## src/rtl/dmem_port_arbiter.sv

```systemverilog
// Registered arbiter sharing the single-port data memory among the pipeline (P),
// the loader (L) and the debug port (D), and routing read data back to the requester.
module dmem_port_arbiter #(
  parameter int ADDR_W     = 10,
  parameter int DATA_W     = 32,
  parameter int STARVE_MAX = 8
) (
  input  logic              CLK,
  input  logic              RST,
  input  logic              P_REQ,
  input  logic              L_REQ,
  input  logic              D_REQ,
  input  logic              P_WE,
  input  logic              L_WE,
  input  logic              D_WE,
  input  logic [ADDR_W-1:0] P_ADDR,
  input  logic [ADDR_W-1:0] L_ADDR,
  input  logic [ADDR_W-1:0] D_ADDR,
  input  logic [DATA_W-1:0] P_WDATA,
  input  logic [DATA_W-1:0] L_WDATA,
  input  logic [DATA_W-1:0] D_WDATA,
  input  logic              L_LOCK,
  output logic              P_GNT,
  output logic              L_GNT,
  output logic              D_GNT,
  output logic              P_RVALID,
  output logic              L_RVALID,
  output logic              D_RVALID,
  output logic [DATA_W-1:0] RDATA,
  output logic              MEM_EN,
  output logic              MEM_WE,
  output logic [ADDR_W-1:0] MEM_ADDR,
  output logic [DATA_W-1:0] MEM_DIN,
  input  logic [DATA_W-1:0] MEM_DOUT,
  output logic [1:0]        ARB_STATE
);

  typedef enum logic [1:0] {
    NORMAL = 2'b00,
    FORCE  = 2'b01,
    BURST  = 2'b10
  } state_t;

  localparam logic [7:0] SMAX = 8'(STARVE_MAX);

  state_t     state, state_nxt;
  logic [7:0] starve, starve_nxt;
  logic       fav_d;       // 0: L wins an L/D tie, 1: D wins
  logic [2:0] gnt;         // {D, L, P}
  logic [2:0] rd_owner;
  logic       l_win, d_win, ld_gnt, ld_req;

  assign ld_req = L_REQ | D_REQ;
  assign l_win  = L_REQ & (~D_REQ | ~fav_d);
  assign d_win  = D_REQ & (~L_REQ |  fav_d);

  always_comb begin
    gnt = 3'b000;
    if (!RST) begin
      case (state)
        NORMAL:  gnt = P_REQ ? 3'b001 : {d_win, l_win, 1'b0};
        FORCE:   gnt = {d_win, l_win, 1'b0};
        BURST:   gnt = {1'b0, L_REQ, 1'b0};
        default: gnt = 3'b000;
      endcase
    end
  end

  assign ld_gnt = gnt[1] | gnt[2];

  // Counter is frozen while the loader owns the memory.
  always_comb begin
    starve_nxt = starve;
    if (state != BURST) begin
      if (ld_gnt || !ld_req)  starve_nxt = 8'd0;
      else if (starve < SMAX) starve_nxt = starve + 8'd1;
    end
  end

  always_ff @(posedge CLK) begin
    if (RST) begin
      state    <= NORMAL;
      starve   <= 8'd0;
      fav_d    <= 1'b0;
      rd_owner <= 3'b000;
    end else begin
      state    <= state_nxt;
      starve   <= starve_nxt;
      fav_d    <= gnt[1] ? 1'b1 : (gnt[2] ? 1'b0 : fav_d);
      rd_owner <= gnt & {3{~MEM_WE}};
    end
  end

  always_comb begin
    state_nxt = state;
    case (state)
      NORMAL: begin
        if (gnt[1] && L_LOCK)        state_nxt = BURST;
        else if (starve_nxt == SMAX) state_nxt = FORCE;
      end
      FORCE: begin
        if (gnt[1] && L_LOCK)        state_nxt = BURST;
        else if (ld_gnt || !ld_req)  state_nxt = NORMAL;
      end
      BURST: begin
        if (!L_LOCK)                 state_nxt = NORMAL;
      end
      default:                       state_nxt = NORMAL;
    endcase
  end

  always_comb begin
    MEM_WE   = 1'b0;
    MEM_ADDR = '0;
    MEM_DIN  = '0;
    if (gnt[0]) begin
      MEM_WE = P_WE; MEM_ADDR = P_ADDR; MEM_DIN = P_WDATA;
    end else if (gnt[1]) begin
      MEM_WE = L_WE; MEM_ADDR = L_ADDR; MEM_DIN = L_WDATA;
    end else if (gnt[2]) begin
      MEM_WE = D_WE; MEM_ADDR = D_ADDR; MEM_DIN = D_WDATA;
    end
  end

  assign MEM_EN    = |gnt;
  assign P_GNT     = gnt[0];
  assign L_GNT     = gnt[1];
  assign D_GNT     = gnt[2];
  assign P_RVALID  = rd_owner[0];
  assign L_RVALID  = rd_owner[1];
  assign D_RVALID  = rd_owner[2];
  assign RDATA     = MEM_DOUT;
  assign ARB_STATE = state;

endmodule

```

## config.mk

```make
export PLATFORM = sky130hd
export DESIGN_NAME = dmem_port_arbiter
export DESIGN_NICKNAME = d
export VERILOG_FILES = /design/src/rtl/dmem_port_arbiter.sv
export SDC_FILE = /design/constraint.sdc
export NUM_CORES = 1
export LEC_CHECK = 0
export BUFFER_PORTS_ARGS = -buffer_cell sky130_fd_sc_hd__buf_2
export CORE_AREA = 2 2 97 99
export CTS_BUF_LIST = sky130_fd_sc_hd__clkbuf_8
export DETAILED_ROUTE_END_ITERATION = 10
export DIE_AREA = 0 0 99 101
export SYNTH_ARGS = -nofsm -noshare
export SYNTH_HDL_FRONTEND = slang
export SYNTH_SLANG_ARGS = --single-unit
```

## constraint.sdc

```tcl
create_clock -name CLK -period 2.5 [get_ports CLK]
set_clock_uncertainty 0.1 [all_clocks]
set_input_delay 0.125 -clock CLK [delete_from_list [all_inputs] [get_ports CLK]]
set_output_delay 0.125 -clock CLK [all_outputs]
set_load 0.02 [all_outputs]
```

==> reports/results.ini <==
[status]
status=complete, but fails checks
violations=negative hold slack

[sta]
hold_viol_final=1
fin_crit_ns=2.32
worst_pin_slew_ns=0.568
setup_viol=0
rsz0062_at_grt=no
slew_headroom_pct=62.0
post-route-period-util_pct=92.9
tns_ns=0
fin_hold_ws_ns=-0.0000772
drv_slew=0
clock.fmax_mhz=431

[synthesis]
yosysTopAreaCell=a22o_1
avgSynthCellArea_um2=8.60
syn_nets=371
async_flop_share_pct=0
synth_cell_type_count=36
synth_edf_count=0
synth.top_cell.area_share_pct=21.6
synth.area.top_cells=a22o_1, a21o_1, dfxtp_1, buf_4, buf_6
syn_inst=203
synth_warnings=0
syn_area_mm2=0.00175
ys_seq_area_share_pct=16.0
synth_ff_type=dfxtp_1
synth_seq_cells=14

[pwr]
p_int_uw=566
power.leakage_uw=0.00165
swShare_pct=34.4
total_power_uw=862
ir_drop_uv=194
p_seq_share_pct=27.1
p_per_area_mw_per_mm2=335
p_comb_share_pct=47.3
clockPowerShare_pct=25.6
p_switching_uw=296

[die]
dieArea_mm2=0.0100
num_rows=35
core_area_mm2=0.00898
die_y_um=101
initial_core_util_pct=19.5
ios=251
die-width_um=99

[setup_path]
required_ns=2.28
r2r_start=ARB_STATE[0]
reg2reg_slack_ns=0.68
reg2reg_depth=5
critical_path_class=flip-flop to output port
crit_arrival_ns=2.10
rr_endpoint=fav_d
crit_fanout=29
crit_path_end_kind=output port
path_cells=nand2b_1 > a21oi_2 > a2111oi_4 > buf_4 > a21o_1 > buf_2
start_kind=flip-flop
cpPeakStageDelay_ns=0.45
slowest_stage=dfxtp_1

[routing]
wirelength_um=6970
vias=2156
drtPass1Iterations=4
drt_iter0_drc=62
routed_via_density=4.66
antenna_left=0
drc=0
avgRoutedWirePerCell_um=15.0

[hold_path]
min_path_type=primary input to flip-flop
hold_path_end=rd_owner[2]
min_from=D_WE
hold_depth=2

[clock_tree]
numCtsBuffers=3
cts_buffer_depth=2
clk_pin_slew_ns=0.06
htreeDepth=1
post-cts-setup-buffer-count=0
clock_latency_ns=0.25
tritoncts=built
clockRootBuffer=clkbuf_8
numClockSinks=14

[grt]
antenna_found_initial=0
grt_first_pass_wirelength_um=9470
first_global_vias=1856
grt_max_degree=48
grt.overflow.total=0
grt.total_usage_pct=12.0

[layout]
layout_common_cells=buf_2, a22o_1, a21o_1
n_fill_cell=979
final_common_cell=buf_2
syn2layout_area_growth_pct=47.2
drive_above_1_share_pct=57.5
final_nets=520

[flow_run]
max_cap_viol_count=0

[placed_design]
gp_congestion=0.776
dp_hpwl_um=5830
io_buffers=186

power by group through the flow:
stage          combinational (uW)  sequential (uW)  clock, uW
2_1_floorplan                 303              239          0
3_3_place_gp                  403              238          0
3_5_place_dp                  408              239          0
4_1_cts                       411              234        228
5_1_grt                       440              235        242
6_report                      408              234        220
registers in the layout (all words and copies together) (netlist names):
register / count
ARB_STATE: 2
fav_d: 1
rd_owner: 3
starve: 8
worst max path at each step:
stage | start | end | slack, ns
after detailed placement | ARB_STATE[0] | MEM_DIN[24] | 0.43
after CTS | ARB_STATE[0] | MEM_DIN[24] | 0.17
final | ARB_STATE[0] | MEM_DIN[24] | 0.18
after global placement | ARB_STATE[0] | MEM_WE | 0.50
after global routing | ARB_STATE[0] | MEM_DIN[24] | 0.01
after floorplan | ARB_STATE[0] | MEM_ADDR[1] | 0.64
layer usage:
layer,GRT usage (%),wire (um),vias to the layer above,part of all wire (%)
met5,0,0,-,0
met4,5.16,196,0,2.8
met3,3.81,845,22,12
met2,20.4,3410,118,49
met1,13.9,2510,984,36
li1,-,-,1032,-
final cells by class:
| class | count | area [um2] | share of cell area [%] |
|---|---|---|---|
| timing repair buffer | 193 | 1000 | 38.9 |
| multi-input combinational | 137 | 1080 | 42.1 |
| inverter | 3 | 11.3 | 0.438 |
| antenna | 1 | 2.50 | 0.0973 |
| tap | 111 | 139 | 5.40 |
| sequential | 14 | 280 | 10.9 |
| clock buffer | 4 | 55.1 | 2.14 |
cells by family (layout without fill, tap and decap cells):
logic type	count (synthesis)	count (layout)	synth area share (%)
compound gates	98	98	46.3
xor+xnor	2	2	1.00
fa+ha+maj	1	1	0.716
buf+inv	52	200	22.1
flops	14	14	16.0
mux	1	1	0.573
other cells	0	1	0
simple gates	35	35	13.3
critical path: cells and delay by family, from the launching register on:
| family | cells | cell delay, ns |
|---|---|---|
| and+or+nand+nor | 1 | 0.36 |
| buffers and inverters | 2 | 0.51 |
| AOI/OAI and AO/OA | 3 | 0.51 |
| DFF | 1 | 0.45 |
cell usage after synthesis, types with 2 or more instances:
master,instances
a21o_1,43
inv_1,3
dfxtp_1,14
nand2b_1,3
nor3_4,2
a21oi_1,2
a22o_1,43
nand4b_1,2
buf_6,7
nand2_1,3
nor2_1,7
nor2b_1,3
buf_4,34
or3_1,2
nor3_1,3
xnor2_1,2
buf_2,8
and2_1,4
through the flow:
stage	cells	utilization, %	setup WS (ns)	cell area, um2
6_report	463	28.6	0.177	2570
5_1_grt	462	28.6	0.0149	2570
3_5_place_dp	456	27.8	0.430	2490
3_3_place_gp	456	27.8	0.504	2490
4_1_cts	462	28.6	0.173	2570
2_1_floorplan	203	-	0.644	1750
what timing repair did:
| action | in CTS | in global routing |
|---|---|---|
| hold buffers | 2 | 0 |
| gates resized for setup | 0 | 0 |
| endpoints found under the hold margin | 2 | 0 |
Note: power is estimated with default switching activity, not from simulation.
